<file path="config.mk">
export PLATFORM = sky130hd
export DESIGN_NAME = atomic_mem_sequencer
export DESIGN_NICKNAME = d
export VERILOG_FILES = /design/src/rtl/atomic_mem_sequencer.sv
export SDC_FILE = /design/constraint.sdc
export NUM_CORES = 1
export LEC_CHECK = 0
export CORE_ASPECT_RATIO = 1.25
export CORE_MARGIN = 3
export CORE_UTILIZATION = 40
export CTS_CLUSTER_SIZE = 14
export DETAILED_ROUTE_END_ITERATION = 16
export PLACE_DENSITY = 0.82
export SKIP_LAST_GASP = 1
export SYNTH_ARGS = -nofsm -noshare
export SYNTH_HDL_FRONTEND = slang
export SYNTH_SLANG_ARGS = --single-unit
</file>
<file path="constraint.sdc">
create_clock -name clk -period 1.9 [get_ports clk]
set_clock_uncertainty 0.05 [all_clocks]
set_input_delay 0.19 -clock clk [delete_from_list [all_inputs] [get_ports clk]]
set_output_delay 0.19 -clock clk [all_outputs]
set_load 0.01 [all_outputs]
</file>
<file path="src/rtl/atomic_mem_sequencer.sv">
// Memory-stage sequencer for plain and A-extension word accesses with a one-cycle tagged response.
// Optional AMO execution is built only when AMO_SUPPORT_EN is defined.
module atomic_mem_sequencer #(
   parameter int NUM_THREADS = 16,
   parameter int ADDR_W      = 12,
   parameter int DATA_W      = 32,
   localparam int HW         = $clog2(NUM_THREADS)
) (
   input  logic              clk,
   input  logic              reset,
   input  logic              i_req_valid,
   output logic              o_req_ready,
   input  logic [3:0]        i_op,
   input  logic [ADDR_W-1:0] i_addr,
   input  logic [DATA_W-1:0] i_wdata,
   input  logic [HW-1:0]     i_mhartid,
   output logic [ADDR_W-1:0] o_rsv_addr,
   output logic [HW-1:0]     o_rsv_mhartid,
   output logic              o_rsv_store_op,
   output logic              o_rsv_store_cond_op,
   output logic              o_rsv_load_reserved_op,
   input  logic              i_rsv_sc_success,
   output logic              o_mem_en,
   output logic              o_mem_we,
   output logic [ADDR_W-1:0] o_mem_addr,
   output logic [DATA_W-1:0] o_mem_wdata,
   input  logic [DATA_W-1:0] i_mem_rdata,
   output logic              o_rsp_valid,
   output logic [HW-1:0]     o_rsp_hartid,
   output logic [DATA_W-1:0] o_rsp_data,
   output logic              o_rsp_err
);
   localparam logic [3:0] OP_LOAD = 4'd0, OP_STORE = 4'd1, OP_LR = 4'd2, OP_SC = 4'd3;
   localparam logic [3:0] OP_AMOSWAP = 4'd4, OP_AMOADD = 4'd5, OP_AMOXOR = 4'd6, OP_AMOAND = 4'd7;
   localparam logic [3:0] OP_AMOOR = 4'd8, OP_AMOMIN = 4'd9, OP_AMOMAX = 4'd10;
   localparam logic [3:0] OP_AMOMINU = 4'd11, OP_AMOMAXU = 4'd12;

`ifdef AMO_SUPPORT_EN
   localparam bit AMO_EN = 1'b1;
`else
   localparam bit AMO_EN = 1'b0;
`endif

   typedef enum logic [2:0] {
      S_IDLE,
      S_ISSUE,
      S_RD_WAIT,
      S_SC_WAIT,
`ifdef AMO_SUPPORT_EN
      S_AMO_WR,
`endif
      S_RESP
   } state_t;

   state_t            state;
   logic [3:0]        op_q;
   logic [ADDR_W-1:0] addr_q;
   logic [DATA_W-1:0] wdata_q;
   logic [HW-1:0]     hart_q;
   logic              rsv_store_q, rsv_sc_q, rsv_lr_q;
   logic              mem_en_q, mem_we_q;
   logic [DATA_W-1:0] mem_wdata_q;
   logic              rsp_valid_q, rsp_err_q;
   logic [HW-1:0]     rsp_hartid_q;
   logic [DATA_W-1:0] rsp_data_q;
   logic              sc_write;

   function automatic logic op_is_amo(input logic [3:0] op);
      return AMO_EN && (op >= OP_AMOSWAP) && (op <= OP_AMOMAXU);
   endfunction

`ifdef AMO_SUPPORT_EN
   logic [DATA_W-1:0] old_q;

   function automatic logic [DATA_W-1:0] amo_result(input logic [3:0] op,
                                                    input logic [DATA_W-1:0] a,
                                                    input logic [DATA_W-1:0] b);
      logic s_lt, u_lt;
      s_lt = $signed(a) < $signed(b);
      u_lt = a < b;
      case (op)
         OP_AMOSWAP: return b;
         OP_AMOADD:  return a + b;
         OP_AMOXOR:  return a ^ b;
         OP_AMOAND:  return a & b;
         OP_AMOOR:   return a | b;
         OP_AMOMIN:  return s_lt ? a : b;
         OP_AMOMAX:  return s_lt ? b : a;
         OP_AMOMINU: return u_lt ? a : b;
         OP_AMOMAXU: return u_lt ? b : a;
         default:    return a;
      endcase
   endfunction
`endif

   always_ff @(posedge clk) begin
      if (reset) begin
         state        <= S_IDLE;
         op_q         <= '0;
         addr_q       <= '0;
         wdata_q      <= '0;
         hart_q       <= '0;
         rsv_store_q  <= 1'b0;
         rsv_sc_q     <= 1'b0;
         rsv_lr_q     <= 1'b0;
         mem_en_q     <= 1'b0;
         mem_we_q     <= 1'b0;
         mem_wdata_q  <= '0;
         rsp_valid_q  <= 1'b0;
         rsp_err_q    <= 1'b0;
         rsp_hartid_q <= '0;
         rsp_data_q   <= '0;
`ifdef AMO_SUPPORT_EN
         old_q        <= '0;
`endif
      end else begin
         // Strobes and the response are single-cycle pulses; each state re-asserts what it needs.
         rsv_store_q  <= 1'b0;
         rsv_sc_q     <= 1'b0;
         rsv_lr_q     <= 1'b0;
         mem_en_q     <= 1'b0;
         mem_we_q     <= 1'b0;
         rsp_valid_q  <= 1'b0;
         rsp_err_q    <= 1'b0;
         rsp_hartid_q <= '0;
         rsp_data_q   <= '0;
         case (state)
            S_IDLE: begin
               if (i_req_valid) begin
                  state   <= S_ISSUE;
                  op_q    <= i_op;
                  addr_q  <= i_addr;
                  wdata_q <= i_wdata;
                  hart_q  <= i_mhartid;
                  case (i_op)
                     OP_LOAD:  mem_en_q <= 1'b1;
                     OP_STORE: begin
                        mem_en_q    <= 1'b1;
                        mem_we_q    <= 1'b1;
                        mem_wdata_q <= i_wdata;
                        rsv_store_q <= 1'b1;
                     end
                     OP_LR: begin
                        mem_en_q <= 1'b1;
                        rsv_lr_q <= 1'b1;
                     end
                     OP_SC:    rsv_sc_q <= 1'b1;
                     default:  mem_en_q <= op_is_amo(i_op);
                  endcase
               end
            end
            S_ISSUE: begin
               if (op_q == OP_SC) begin
                  state <= S_SC_WAIT;
               end else if (op_q == OP_LOAD || op_q == OP_LR || op_is_amo(op_q)) begin
                  state <= S_RD_WAIT;
               end else begin
                  state        <= S_RESP;
                  rsp_valid_q  <= 1'b1;
                  rsp_hartid_q <= hart_q;
                  rsp_err_q    <= (op_q != OP_STORE);
               end
            end
            S_RD_WAIT: begin
`ifdef AMO_SUPPORT_EN
               if (op_is_amo(op_q)) begin
                  state       <= S_AMO_WR;
                  old_q       <= i_mem_rdata;
                  mem_en_q    <= 1'b1;
                  mem_we_q    <= 1'b1;
                  mem_wdata_q <= amo_result(op_q, i_mem_rdata, wdata_q);
                  rsv_store_q <= 1'b1;
               end else
`endif
               begin
                  state        <= S_RESP;
                  rsp_valid_q  <= 1'b1;
                  rsp_hartid_q <= hart_q;
                  rsp_data_q   <= i_mem_rdata;
               end
            end
            S_SC_WAIT: begin
               state        <= S_RESP;
               rsp_valid_q  <= 1'b1;
               rsp_hartid_q <= hart_q;
               rsp_data_q   <= {{(DATA_W-1){1'b0}}, ~i_rsv_sc_success};
            end
`ifdef AMO_SUPPORT_EN
            S_AMO_WR: begin
               state        <= S_RESP;
               rsp_valid_q  <= 1'b1;
               rsp_hartid_q <= hart_q;
               rsp_data_q   <= old_q;
            end
`endif
            S_RESP:  state <= S_IDLE;
            default: state <= S_IDLE;
         endcase
      end
   end

   // The SC flag only arrives during SC_WAIT, so the conditional write is decoded from it directly.
   assign sc_write = (state == S_SC_WAIT) && i_rsv_sc_success;

   assign o_req_ready            = (state == S_IDLE);
   assign o_rsv_addr             = addr_q;
   assign o_rsv_mhartid          = hart_q;
   assign o_rsv_store_op         = rsv_store_q;
   assign o_rsv_store_cond_op    = rsv_sc_q;
   assign o_rsv_load_reserved_op = rsv_lr_q;
   assign o_mem_en               = mem_en_q | sc_write;
   assign o_mem_we               = mem_we_q | sc_write;
   assign o_mem_addr             = addr_q;
   assign o_mem_wdata            = sc_write ? wdata_q : mem_wdata_q;
   assign o_rsp_valid            = rsp_valid_q;
   assign o_rsp_hartid           = rsp_hartid_q;
   assign o_rsp_data             = rsp_data_q;
   assign o_rsp_err              = rsp_err_q;
endmodule

</file>
Word-level counts from Yosys, hierarchy flattened:

Index checks and enable logic that the tools add are counted.

* register bits after elaboration: 129
* input port bits: 88
* output and inout bits: 104
* logic and storage cells: 57

* eq/ne operators: 10
* muxes and demuxes: 16
* bitwise logic cells: 6
* reductions and logical operators: 11

Operators with widths (number)
* $pmux W32 S2: 1
* $mux W32: 1
* $eq A4 B2 Y1 const B: 4
* $mux W3: 3
* $pmux W3 S3: 1
* $logic_not A4 Y1: 2
* $mux W4: 2
* $pmux W4 S2: 1
* $eq A3 B2 Y1 const B: 2
* $mux W1: 6
* $reduce_or A3 Y1: 2
* $eq A4 B1 Y1 const B: 1
* $ne A4 B1 Y1 const B: 1
* $not A1 Y1: 4
* $reduce_or A4 Y1: 1
* $eq A3 B1 Y1 const B: 1
* $logic_not A3 Y1: 1
* $reduce_and A3 Y1: 1
* $ne A2 B2 Y1 const B: 1
* $or A1 B1 Y1: 2
* $pmux W1 S2: 1
* $reduce_and A2 Y1: 1
* $reduce_or A2 Y1: 1
* $logic_and A1 B1 Y1: 1
* $logic_or A1 B1 Y1: 1

Depth between registers and ports, before layout:

* depth in word-level cells: 5
* depth in mapped cells: 6
* depth with buffers taken out: 3

Worst setup path after synthesis:

No wires, ideal clock.

* path type: register to register
* from: reg state[0]
* to: reg mem_wdata_q[10]
* data arrival time: 1.857 ns
* slack: -0.079 ns
* cell stages (with the launch flop): 7
* path buffers: 3
* path through: dfxtp_1 buf_2 or4b_1 buf_2 nor4_4 buf_6 mux2i_1

* longest elaborated chain between the ends: 2

RTL lines
* from (decl): RTL line 55 `state_t state;`
* from (signal assigned): RTL line 98 `state <= S_IDLE;`
* from (signal assigned): RTL line 130 `state <= S_ISSUE;`
* from (signal assigned): RTL line 154 `state <= S_SC_WAIT;`
* $logic_not A3 Y1: RTL line 127 `case (state)`
* $reduce_and A3 Y1 (no source line)
* to (signal assigned): RTL line 140 `mem_wdata_q <= i_wdata;`
* to (decl): RTL line 62 `logic [DATA_W-1:0] mem_wdata_q;`

Every way passes these cells.
A chain may end at the register's enable or synchronous reset.

Worst setup path after layout:

* from: reg state[2]
* to: out o_mem_wdata[25]

* longest elaborated chain between the ends: 3

RTL lines
* $eq A3 B2 Y1: RTL line 203 `assign sc_write = (state == S_SC_WAIT) && i_rsv_sc_success;`
* $logic_and A1 B1 Y1: RTL line 203
* $mux W32: RTL line 214 `assign o_mem_wdata = sc_write ? wdata_q : mem_wdata_q;`
* to (decl): RTL line 26 `output logic [DATA_W-1:0] o_mem_wdata,`

Every way passes these cells.

==> flow_metrics.env <==
export IMPL_place_ws_ns=-0.438
export IMPL_grt_pass1_wl_um=21200
export IMPL_die_w_um=106
export IMPL_setup_worst_path_class="flop to output port"
export IMPL_grt_max_degree=62
export IMPL_ys_top_cells_by_area="dfxtp_1 (52%), nand2b_1 (8.4%), nand2_1 (8.2%)"
export IMPL_start_util=0.411
export IMPL_required_ns=1.66
export IMPL_nets=814
export IMPL_multi_input_area_um2=2210
export IMPL_rsz0062_at_grt="yes"
export IMPL_status="finished with violations"
export IMPL_rows=45
export IMPL_worstSetupEndpointType="output port"
export IMPL_slew_violations=0
export IMPL_cts_buffer_depth=2
export IMPL_worstPathCellList="nand4b_1 -> buf_6 -> buf_4 -> clkbuf_16 -> mux2_2 -> clkbuf_2"
export IMPL_netlist_area_um2=5000
export IMPL_clock_fmax_mhz=499
export IMPL_numCtsBuffers=17
export IMPL_finalHoldViolations=0
export IMPL_fillers=990
export IMPL_rrSetupSlack_ns=-0.05
export IMPL_worstSetupStartpointType="flop"
export IMPL_htreeDepth=4
export IMPL_yosysWarnings=0
export IMPL_powerDensity_nw_per_um2=865
export IMPL_swShare=0.235
export IMPL_place_gp_congestion=0.756
export IMPL_fin_crit_ns=2.00
export IMPL_root_buffer="clkbuf_16"
export IMPL_critical_path_top_delay_family="buffers and inverters"
export IMPL_path_max_fanout=5
export IMPL_critical_path_slowest_cell="dfxtp_2"
export IMPL_critPathMaxStageDelay_ns=0.32
export IMPL_max_cap_viol_count=0
export IMPL_antenna_found_initial=0
export IMPL_syn_num_nets=618
export IMPL_drtIter0Drc=137
export IMPL_cp_arrival_ns=1.76
export IMPL_totalWireLength_um=13600
export IMPL_num_io_pins=192
export IMPL_peakVddDrop_v=0.000763
export IMPL_syn_to_final_growth_pct=57.1
export IMPL_seqCellArea_um2=2580
export IMPL_pwr_share_comb=0.107
export IMPL_timing_slew_headroom=0.535
export IMPL_power_switching_uw=1590
export IMPL_clockPowerShare=0.469
export IMPL_intPower_uw=5200
export IMPL_finalSetupViolations=43
export IMPL_fp_dieArea_um2=13900
export IMPL_grt_ovfl_total=0
export IMPL_grt_use_total=0.194
export IMPL_fin_cells=903
export IMPL_port_buffers=191
export IMPL_cts_tree="built"
export IMPL_hold_buffers=0
export IMPL_dp_cells=853
export IMPL_drive_gt1_frac=0.188
export IMPL_setup_ws_ns=-0.102
export IMPL_first_global_vias=4363
export IMPL_synth_area_per_cell_um2=9.43
export IMPL_routed_via_density=4.71
export IMPL_postRouteAntennaNets=0
export IMPL_drcViolationCount=0
export IMPL_seq_power_share=0.424
export IMPL_dr_pass1_iters=4
export IMPL_violations="negative setup slack"
export IMPL_wl_per_cell_um=15.1
export IMPL_leakage_uw=0.00310
export IMPL_tightest_slew_ns=0.692
export IMPL_vias=4255
export IMPL_yosysSeqAreaShare=0.517
export IMPL_finalCritPeriodShare=1.05
export IMPL_cp_num_buf_inv=4
export IMPL_synthDistinctLibCells=27
export IMPL_synth_top_cell_area_share=0.517
export IMPL_synthCells=530
export IMPL_cts_sinks=129
export IMPL_diodes=0
export IMPL_synth_seq_cells=129
export IMPL_die_h_um=131
export IMPL_clock_latency_ns=0.40
export IMPL_hp_class="primary input to flop"
export IMPL_clk_pin_slew_ns=0.06
export IMPL_mostFrequentLayoutCell="clkdlybuf4s50_1"
export IMPL_hpwl_um=9380
export IMPL_layout_common_cells="clkdlybuf4s50_1 (155), dfxtp_1 (127), nand2_1 (109)"
export IMPL_core_area_um2=12200
export IMPL_yosysTopAreaCell="dfxtp_1"
## registers in the layout, summed over array words and instances, names as in the netlist, 3 cells and up
name           count
mem_wdata_q       32
o_rsp_data        32
wdata_q           32
o_mem_addr        12
o_rsp_hartid       4
o_rsv_mhartid      4
op_q               4
state              3
## per-stage QoR
stage          total power, µW   util  instance area, µm²  setup TNS, ns  hold WS [ns]
2_1_floorplan             3260      -                5010          -1.76         0.216
3_5_place_dp              3650  0.576                7000         -34.18         0.397
5_1_grt                   7070  0.645                7850          -6.63         0.151
3_3_place_gp              3630  0.576                7000         -30.96         0.388
6_report                  6790  0.645                7850          -1.94         0.140
4_1_cts                   6850  0.632                7690          -5.67         0.170
## routing by layer
layer	vias up	GRT usage	share of wire
met4	0	0.0762	0.015
li1	2115	-	-
met3	13	0.0737	0.075
met2	141	0.349	0.53
met5	-	0	0
met1	1986	0.205	0.38
## logic make-up after synthesis
family / synth area share
AO/OA/AOI/OAI: 0.0634
buffers and inverters: 0.0508
flip-flops: 0.517
multiplexers: 0.138
AND/OR/NAND/NOR: 0.231
## what timing repair did
| item | in CTS | in global routing |
|---|---|---|
| setup endpoints to repair | 68 | 73 |
| pin swaps | 0 | 1 |
| buffers inserted | 7 | 6 |
| gates cloned | 2 | 3 |
| gates resized for setup | 115 | 63 |
## synth_stat cells, drive strengths merged
cell type	number
dfxtp	129
nand2	109
nand2b	67
a21oi	57
mux2i	33
mux2	32
and2	31
clkbuf	30
buf	17
nor2	5
nor4	4
a21boi	2
inv	2
nor2b	2
a41oi	1
and3	1
nand3	1
nand4b	1
nor3	1
nor3b	1
nor4b	1
o31ai	1
or4	1
or4b	1
## power by group through the flow
stage	clock, µW	combinational (µW)	sequential, µW
floorplan	0	328	2930
global placement	0	701	2920
detailed placement	0	718	2930
CTS	3250	723	2870
global route	3380	798	2890
finish	3180	729	2880
## final cells by class
class,instances,area share
Inverter,2,0.000957
Sequential cell,129,0.329
Timing Repair Buffer,224,0.286
Clock buffer,18,0.0560
Tap cell,164,0.0261
Multi-Input combinational cell,352,0.282
Clock inverter,14,0.0196
## worst register-to-register path, cell delays in order (launching register included)
cell,delay (ns)
dfxtp_2,0.32
or4b_2,0.76
nor4_4,0.20
buf_4,0.17
buf_6,0.16
mux2i_1,0.21
## path summary, 6_finish.rpt
path / from / end / cells past startpoint
worst max-delay path: state[2]$_SDFFE_PP0P_ / o_mem_wdata[25] / 6
worst min-delay path: reset / mem_we_q$_SDFF_PP0_ / 3
worst max register to register: state[2]$_SDFFE_PP0P_ / mem_wdata_q[21]$_SDFFE_PP0P_ / 5
worst min register to register: wdata_q[0]$_SDFFE_PP0N_ / wdata_q[0]$_SDFFE_PP0N_ / 2
Power figures use the tool's default switching activity.
